`config.mk`:
```
export PLATFORM = sky130hd
export DESIGN_NAME = rv_alu_pc_unit
export DESIGN_NICKNAME = d
export VERILOG_FILES = /design/src/rtl/rv_alu_pkg.sv /design/src/rtl/alu_core.sv /design/src/rtl/rv_alu_pc_unit.sv
export SDC_FILE = /design/constraint.sdc
export NUM_CORES = 1
export LEC_CHECK = 0
export ABC_AREA = 1
export ABC_CLOCK_PERIOD_IN_PS = 4800
export BUFFER_PORTS_ARGS = -buffer_cell sky130_fd_sc_hd__buf_2
export CAP_MARGIN = 20
export CORE_MARGIN = 2
export CORE_UTILIZATION = 30
export DETAILED_ROUTE_END_ITERATION = 12
export HOLD_SLACK_MARGIN = 0.06
export MAX_ROUTING_LAYER = met4
export PLACE_DENSITY_LB_ADDON = 0.3
export SYNTH_ARGS = -nofsm -noshare
export SYNTH_HDL_FRONTEND = slang
export SYNTH_SLANG_ARGS = --single-unit
```
`constraint.sdc`:
```
create_clock -name clk -period 4.8 [get_ports clk]
set_clock_uncertainty 0.2 [all_clocks]
set_input_delay 0.72 -clock clk [delete_from_list [all_inputs] [get_ports clk]]
set_output_delay 0.72 -clock clk [all_outputs]
set_load 0.05 [all_outputs]
```
`src/rtl/rv_alu_pkg.sv`:
```
`default_nettype none
// ============================================================================
//  Module   : rv_alu_pkg
//  Brief    : Shared widths, PC increment and ALU opcode encoding for the
//             RV32I execute ALU / fetch PC unit.
//  Revision : 1.0 - initial release
// ============================================================================
package rv_alu_pkg;

    localparam int XLEN_DEF = 32;
    localparam int PC_W_DEF = 12;
    localparam int PC_INC   = 4;

    typedef enum logic [4:0] {
        ALU_ADD   = 5'd0,
        ALU_SUB   = 5'd1,
        ALU_AND   = 5'd2,
        ALU_OR    = 5'd3,
        ALU_XOR   = 5'd4,
        ALU_SLL   = 5'd5,
        ALU_SRL   = 5'd6,
        ALU_SRA   = 5'd7,
        ALU_SLT   = 5'd8,
        ALU_PASSB = 5'd9,
        ALU_ADD4  = 5'd10,
        ALU_MUL   = 5'd11,
        ALU_MULH  = 5'd12
    } alu_op_e;

endpackage
`default_nettype wire

```
`src/rtl/alu_core.sv`:
```
`default_nettype none
// ============================================================================
//  Module   : alu_core
//  Brief    : Combinational RV32I ALU with zero / less-than flags.
//             Define ALU_MUL_EN to add MUL / MULH (ops 11, 12).
//  Revision : 1.0 - initial release
// ============================================================================
module alu_core
    import rv_alu_pkg::*;
#(
    parameter int XLEN = XLEN_DEF
) (
    input  logic [4:0]      alu_op,
    input  logic            alu_sign,
    input  logic [XLEN-1:0] alu_a,
    input  logic [XLEN-1:0] alu_b,
    output logic [XLEN-1:0] alu_result,
    output logic            alu_zero,
    output logic            alu_neg
);

    logic [4:0]      w_shamt;
    logic            w_lt;
    logic [XLEN-1:0] w_result;

    assign w_shamt = alu_b[4:0];
    assign w_lt    = alu_sign ? ($signed(alu_a) < $signed(alu_b)) : (alu_a < alu_b);

`ifdef ALU_MUL_EN
    // Extending both operands to 2*XLEN makes one multiplier serve signed and unsigned
    logic [2*XLEN-1:0] w_a_ext;
    logic [2*XLEN-1:0] w_b_ext;
    logic [2*XLEN-1:0] w_prod;

    assign w_a_ext = {{XLEN{alu_sign & alu_a[XLEN-1]}}, alu_a};
    assign w_b_ext = {{XLEN{alu_sign & alu_b[XLEN-1]}}, alu_b};
    assign w_prod  = w_a_ext * w_b_ext;
`endif

    always_comb begin
        w_result = '0;
        case (alu_op_e'(alu_op))
            ALU_ADD:   w_result = alu_a + alu_b;
            ALU_SUB:   w_result = alu_a - alu_b;
            ALU_AND:   w_result = alu_a & alu_b;
            ALU_OR:    w_result = alu_a | alu_b;
            ALU_XOR:   w_result = alu_a ^ alu_b;
            ALU_SLL:   w_result = alu_a << w_shamt;
            ALU_SRL:   w_result = alu_a >> w_shamt;
            ALU_SRA:   w_result = XLEN'($signed(alu_a) >>> w_shamt);
            ALU_SLT:   w_result = {{(XLEN-1){1'b0}}, w_lt};
            ALU_PASSB: w_result = alu_b;
            ALU_ADD4:  w_result = alu_a + XLEN'(PC_INC);
`ifdef ALU_MUL_EN
            ALU_MUL:   w_result = w_prod[XLEN-1:0];
            ALU_MULH:  w_result = w_prod[2*XLEN-1:XLEN];
`endif
            default:   w_result = '0;
        endcase
    end

    assign alu_result = w_result;
    assign alu_zero   = (w_result == '0);
    assign alu_neg    = w_lt;

endmodule
`default_nettype wire

```
`src/rtl/rv_alu_pc_unit.sv`:
```
`default_nettype none
// ============================================================================
//  Module   : rv_alu_pc_unit
//  Brief    : Fetch PC register with +4 incrementer and execute-stage ALU.
//             Define ALU_MUL_EN to enable the ALU multiplier ops.
//  Revision : 1.0 - initial release
// ============================================================================
module rv_alu_pc_unit
    import rv_alu_pkg::*;
#(
    parameter int XLEN     = XLEN_DEF,
    parameter int PC_W     = PC_W_DEF,
    parameter int PC_RESET = 0
) (
    input  logic            clk,
    input  logic            rst,
    input  logic            pc_write,
    input  logic [PC_W-1:0] pc_next,
    output logic [PC_W-1:0] pc_q,
    output logic [PC_W-1:0] pc_plus4,
    input  logic [4:0]      alu_op,
    input  logic            alu_sign,
    input  logic [XLEN-1:0] alu_a,
    input  logic [XLEN-1:0] alu_b,
    output logic [XLEN-1:0] alu_result,
    output logic            alu_zero,
    output logic            alu_neg
);

    localparam logic [PC_W-1:0] c_pc_reset = PC_W'(PC_RESET);
    localparam logic [PC_W-1:0] c_pc_inc   = PC_W'(PC_INC);

    logic [PC_W-1:0] r_pc;

    // Reset wins over a pending load; pc_write low is a hazard stall
    always_ff @(posedge clk) begin
        if (rst) begin
            r_pc <= c_pc_reset;
        end else if (pc_write) begin
            r_pc <= pc_next;
        end
    end

    assign pc_q     = r_pc;
    assign pc_plus4 = r_pc + c_pc_inc;

    alu_core #(
        .XLEN (XLEN)
    ) u_alu_core (
        .alu_op     (alu_op),
        .alu_sign   (alu_sign),
        .alu_a      (alu_a),
        .alu_b      (alu_b),
        .alu_result (alu_result),
        .alu_zero   (alu_zero),
        .alu_neg    (alu_neg)
    );

endmodule
`default_nettype wire

```
==> results of run 1 <==
==> worst register-to-register path: stages (launching register included) <==
cell	delay, ps
dfxtp_1	390
inv_1	70
a211oi_1	210
==> power by group <==
| group | internal, uW | switching [uW] |
|---|---|---|
| Clock | 108 | 37.4 |
| Sequential | 106 | 5.51 |
| Combinational | 479 | 1150 |
==> cells by family (layout without fill, tap and decap cells) <==
| kind of cell | Yosys count | in the layout | share of synthesized area |
|---|---|---|---|
| multiplexers | 1 | 1 | 0.0008232 |
| other | 0 | 1 | 0 |
| AND/OR/NAND/NOR | 1675 | 1675 | 0.5965 |
| buffers and inverters | 431 | 602 | 0.1437 |
| XOR/XNOR | 16 | 16 | 0.01152 |
| adder cells (fa/ha/maj) | 101 | 101 | 0.1052 |
| AO/OA/AOI/OAI | 267 | 267 | 0.1225 |
| flip-flops | 12 | 12 | 0.01976 |
==> layout make-up <==
cell class	instances	area, um2	share of cell area
Antenna cell	1	2.502	0.0001751
Tap cell	525	656.9	0.04597
Multi-Input combinational cell	2060	10220	0.7155
Clock buffer	3	75.07	0.005254
Inverter	334	1256	0.08792
Sequential cell	12	240.2	0.01681
Timing Repair Buffer	265	1834	0.1284
==> worst paths after layout <==
path / startpoint / endpoint / slack [ps] / cells after the start
setup / recovery: alu_b[3] / alu_zero / 200 / 21
hold / removal: pc_q[0]$_SDFFE_PP0P_ / pc_q[0]$_SDFFE_PP0P_ / 280 / 2
setup reg to reg: pc_q[2]$_SDFFE_PP0P_ / pc_q[2]$_SDFFE_PP0P_ / 3840 / 2
hold reg to reg: pc_q[0]$_SDFFE_PP0P_ / pc_q[0]$_SDFFE_PP0P_ / 280 / 2
==> Yosys cell counts (15+ instances only) <==
library cell,count,area (um2)
ha_1,99,1239
nand4_1,31,193.9
nor3_1,42,210.2
nand3_1,400,2002
o211ai_1,15,112.6
inv_1,319,1197
xor2_1,15,131.4
a21oi_1,92,460.4
nor2_1,226,848.3
o21ai_0,79,395.4
o22ai_1,34,212.7
buf_2,51,255.2
clkbuf_1,25,93.84
o21ai_1,17,85.08
nand2_1,906,3401
==> stage by stage <==
stage,worst slack (ps),instances,instance area (um2),hold WS [ps]
after CTS,76.54,3199,14250,281.5
after floorplan,65.46,2503,12170,496.7
after detailed placement,90.99,3196,14170,275.8
after global routing,17.22,3200,14290,315.1
after global placement,115.0,3196,14170,269.3
final,195.2,3200,14290,282.1
==> per-layer routing <==
layer	GRT usage	part of all wire	vias up
met5	-	0	-
met4	0.09969	0.041	0
met3	0.02914	0.10	126
met2	0.4720	0.43	1036
met1	0.4276	0.42	7939
li1	-	-	8381
==> key figures, run 1 <==
Routing
  • Via count of the routed design: 17480
  • DR iter-0 viols: between 2000 and 2500
  • First-pass DRT Iterations: 7
  • Antenna viol nets, final: 0
  • DR WL/cell: ~20 um
  • Post-DR vias/cell: between 5 and 6
  • Post-route DRC: 0
  • Post-Route WL: 65120 um

Synthesis
  • Mean post-synth cell area: ~4.9 um2
  • Post-Synthesis Cells: around 2500
  • Main synth FF type: dfxtp_1
  • Async set-or-reset flop fraction in the synthesized netlist: 0
  • Mapped Area: 12160 um2
  • Synth Register Bits: 12
  • Synth unique cells: 48
  • Syn Nets: between 2000 and 3000
  • Number of synthesized flops with an enable pin: 0
  • Warnings from Yosys: 0
  • Sequential share of the synthesized area: 0.01976

Setup path
  • WP buf/inv: 6
  • Crit Path Max Fanout: 6
  • Crit path kind: in -> out
  • CP startpoint kind: input port
  • Worst path slowest cell: ha_1
  • Worst path cell trace: buf_2, clkinv_1, buf_4, ha_1, inv_1, o21bai_1, nand2_1, nand2_1, inv_1, nand2_1, a21oi_1, o21ai_1, nand2_1, nor2_1, nand3_1, nor2_1, nand2_1, nor2_1, nand2_1, nor2_4, clkbuf_4
  • WP data required: approximately 3900 ps
  • Critical Path End Type: output port
  • CP max stage delay: about 280 ps
  • Crit path DAT: about 3700 ps
  • CP delay by family, top: simple AND/OR/NAND/NOR gates
  • Most frequent CP cell: nand2_1

CTS
  • Clock transition at path regs: 40 ps
  • Clk sinks: 12
  • Max Root-Sink Buffers: 2
  • Skew-Pair Late Insertion Delay: around 230 ps
  • H-tree depth: 1
  • Hold buffer count at CTS: 0
  • CTS tree: built
  • Num CTS Buffers: 3
  • Post-CTS Setup Inserts: 0
  • CTS root buffer: clkbuf_16
  • Post-cts resize count: 0

Die
  • Core area: roughly 40000 um2
  • I/O pin count: between 100 and 150
  • Initial core utilization: 0.3047
  • Die ar.: 42160 um2
  • Die Ht: around 210 um
  • Die extent in x: 205.3 um
  • Rows: 73

Global routing
  • Largest net degree at the start of global routing: 69
  • Vias in the first global route: between 15000 and 20000
  • Total GRT Usage: 0.3093
  • First-pass GRT wire length: slightly below 100000 um
  • Antenna violations before repair: 1
  • Total gr overflow: 0

Place
  • DP HPWL: about 55000 um
  • I/O Buffers: about 140
  • GPL Wtd Cong: between 1 and 1.5

Timing
  • Slew headroom: 0.4366
  • Tcrit/Tclk final: 0.9593
  • Setup-failing EPs final: 0
  • Worst-margin pin slew: 844.2 ps
  • Final Hold Vio Count: 0
  • Max Fclk: 217.2 MHz
  • RSZ-0062 raised after global routing: no
  • Final min period: approximately 4600 ps
  • Fin. max-slew vios: 0
  • Setup TNS: 0 ps

Finish
  • Synth-to-Final Area Change: 17.50%
  • Commonest non-fill, non-tap cell in the layout: nand2_1
  • Fill cells: between 4000 and 5000
  • Largest register FFs: 12
  • Layout cells sized above 1: 0.1290
  • Most frequent cells in the layout: nand2_1 (902), nand3_1 (400), inv_1 (318)
  • Final design utilization: 0.3580
  • Nets@finish: about 2900

Pwr
  • Peak supply drop: 101.1 uV
  • Power Density: ~130 nW/um2
  • Leak: 0.007988 uW
  • Tot Pwr: between 1500 and 2000 uW

Flow run
  • Max_cap viols: 0

Min path
  • Hold/Removal Path Class: reg -> reg

Run status
  • Status: complete, no violations
Note: power is estimated with default switching activity, not from simulation.
==> run 2: changes to the inputs <==
--- a/config.mk
+++ b/config.mk
@@ -6,7 +6,7 @@
 export NUM_CORES = 1
 export LEC_CHECK = 0
 export ABC_AREA = 1
-export ABC_CLOCK_PERIOD_IN_PS = 4800
+export ABC_CLOCK_PERIOD_IN_PS = 6000
 export BUFFER_PORTS_ARGS = -buffer_cell sky130_fd_sc_hd__buf_2
 export CAP_MARGIN = 20
 export CORE_MARGIN = 2
==> constraint.sdc (replaced) <==
create_clock -name clk -period 6 [get_ports clk]
set_clock_uncertainty 0.2 [all_clocks]
set_input_delay 0.9 -clock clk [delete_from_list [all_inputs] [get_ports clk]]
set_output_delay 0.9 -clock clk [all_outputs]
set_load 0.05 [all_outputs]
==> run 2 against run 1 <==
Effect of this change:
- global-route usage is 0.26 points lower
- final cell count decreased by 2.7%
- sequential cell count unchanged
- wire length down 0.24%
- die area unchanged
- clock power down 16%
- via count is 1.0% lower
- design area is 6.1% lower
- worst setup slack gained 350 ps
- sequential power down 20%
==> key figures, run 2 (same netlist as run 1, synthesis figures left out) <==
Timing
  • RSZ-0062 raised after global routing: no (unchanged)
  • Setup slack after layout: 549.1 ps (was 195.2 ps)
  • Tcrit/Tclk final: 0.9085
  • Setup-failing EPs final: 0 (unchanged)
  • Max Fclk: 183.5 MHz
  • Final min period: roughly 5500 ps
  • Worst-margin pin slew: 908.8 ps (was 844.2 ps)
  • Fin. max-slew vios: 0 (unchanged)
  • Final Hold Vio Count: 0 (unchanged)
  • Slew headroom: 0.3927 (was 0.4366)
  • Setup TNS: 0 ps (unchanged)

CTS
  • CTS root buffer: clkbuf_16 (unchanged)
  • Max Root-Sink Buffers: 2 (unchanged)
  • Clock transition at path regs: 40 ps (about the same)
  • Post-CTS Setup Inserts: 0 (unchanged)
  • Num CTS Buffers: 3 (unchanged)
  • CTS tree: built (unchanged)
  • Skew-Pair Late Insertion Delay: 240 ps (was 230 ps)
  • Clk sinks: 12 (unchanged)
  • Post-cts resize count: 0 (unchanged)
  • Hold buffer count at CTS: 0 (unchanged)
  • H-tree depth: 1 (unchanged)

Die
  • Die ar.: 42160 um2 (unchanged)
  • I/O pin count: 143 (unchanged)
  • Initial core utilization: 0.3047 (unchanged)
  • Core area: 39910 um2 (unchanged)
  • Die Ht: 205.3 um (unchanged)
  • Die extent in x: 205.3 um (unchanged)
  • Rows: 73 (unchanged)

Finish
  • Final design utilization: 0.3362 (was 0.3580)
  • Nets@finish: 2777 (was 2862)
  • Diode count: 0 (was 1)
  • Non-filler cells, final: 3114 (was 3200)
  • Most frequent cells in the layout: nand2_1 (906), nand3_1 (400), inv_1 (318) (was nand2_1 (902), nand3_1 (400), inv_1 (318))
  • Synth-to-Final Area Change: 10.35% (was 17.50%)
  • Layout cells sized above 1: 0.09540 (was 0.1290)
  • Largest register FFs: 12 (unchanged)
  • Commonest non-fill, non-tap cell in the layout: nand2_1 (unchanged)

Global routing
  • Most Crowded Layer GR: met2 (unchanged)
  • Largest net degree at the start of global routing: 77 (was 69)
  • Antenna violations before repair: 0 (was 1)
  • Vias in the first global route: 15690 (was 15940)
  • First-pass GRT wire length: 95250 um (was 96230 um)
  • Met3 Resource Use GR: 0.02772 (was 0.02914)
  • GRT met2 Usage: 0.4837 (was 0.4720)
  • Total GRT Usage: 0.3067 (was 0.3093)
  • GR met1 Demand/Resource: 0.4124 (was 0.4276)
  • Total gr overflow: 0 (unchanged)

Pwr
  • Power Density: 105.7 nW/um2 (was 131.8 nW/um2)
  • Peak supply drop: 87.35 uV (was 101.1 uV)
  • Leak: 0.007519 uW (was 0.007988 uW)
  • Tot Pwr: 1419 uW (was 1883 uW)

Setup path
  • CP startpoint kind: input port (unchanged)
  • Crit path DAT: 4350 ps (was 3680 ps)
  • WP data required: 4900 ps (was 3880 ps)
  • Crit path kind: in -> out (unchanged)
  • Critical Path End Type: output port (unchanged)
  • Crit Path Max Fanout: 8 (was 6)

Run status
  • Status: complete, no violations (unchanged)

Place
  • GPL Wtd Cong: 1.075 (was 1.069)
  • DP HPWL: 54140 um (was 55170 um)
  • I/O Buffers: 142 (unchanged)
  • Worst slack, placed: 656.2 ps (was 90.99 ps)
  • # placed instances: 3111 (was 3196)

Routing
  • Post-Route WL: 64960 um (was 65120 um)
  • DR iter-0 viols: 2214 (was 2213)
  • Post-DR vias/cell: 5.556 (was 5.463)
  • Via count of the routed design: 17300 (was 17480)
  • DR WL/cell: 20.86 um (was 20.35 um)
  • Post-route DRC: 0 (unchanged)
  • First-pass DRT Iterations: 6 (was 7)
  • Antenna viol nets, final: 0 (unchanged)

Flow run
  • Max_cap viols: 0 (unchanged)

Min path
  • Hold/Removal Path Class: reg -> reg (unchanged)
==> run 2: routing by layer <==
metal	part of all wire	up-vias
met3	0.099	151
met5	0	-
met1	0.42	7924
met2	0.45	1005
met4	0.038	0
li1	-	8220
==> run 2: final timing paths <==
check | from | endpoint | slack [ps] | cells past startpoint
worst max-delay path | alu_a[14] | alu_zero | 550 | 18
worst min-delay path | pc_q[1]$_SDFFE_PP0P_ | pc_q[1]$_SDFFE_PP0P_ | 270 | 2
worst min register to register | pc_q[1]$_SDFFE_PP0P_ | pc_q[1]$_SDFFE_PP0P_ | 270 | 2
worst max register to register | pc_q[2]$_SDFFE_PP0P_ | pc_q[2]$_SDFFE_PP0P_ | 5030 | 2
==> run 2: stage by stage <==
step | hold WS, ps | area [um2]
after floorplan | 496.7 | 12160
after global placement | 270.8 | 13340
after detailed placement | 269.0 | 13340
after CTS | 275.5 | 13420
after global routing | 295.6 | 13420
final | 269.7 | 13420
==> run 2: critical path, stage by stage <==
cell	delay [ps]
buf_2	250
inv_1	150
ha_1	470
nand2_1	150
nor2_1	250
inv_1	120
nor2_1	210
nand4_1	210
nand3_1	140
nand2_1	50
nand3_1	90
nand4_1	260
nor2_1	170
nand2_1	70
nor2_1	180
nand2_1	200
nor2_2	190
buf_2	290
==> run 2: final cells by class <==
| cell class | count | area (um2) |
|---|---|---|
| inverters | 334 | 1256 |
| fillers | 4776 | 26500 |
| multi-input cells | 2060 | 10180 |
| repair buffers | 180 | 1008 |
| flip-flops and latches | 12 | 240.2 |
| well taps | 525 | 656.9 |
| clock buffers | 3 | 75.07 |
==> run 2: power by group <==
part / switching (uW) / total, uW / internal (uW)
logic: 895 / 1210 / 313
clock network: 34.8 / 122 / 86.8
registers: 4.56 / 89.6 / 85.0
total: 934 / 1420 / 485
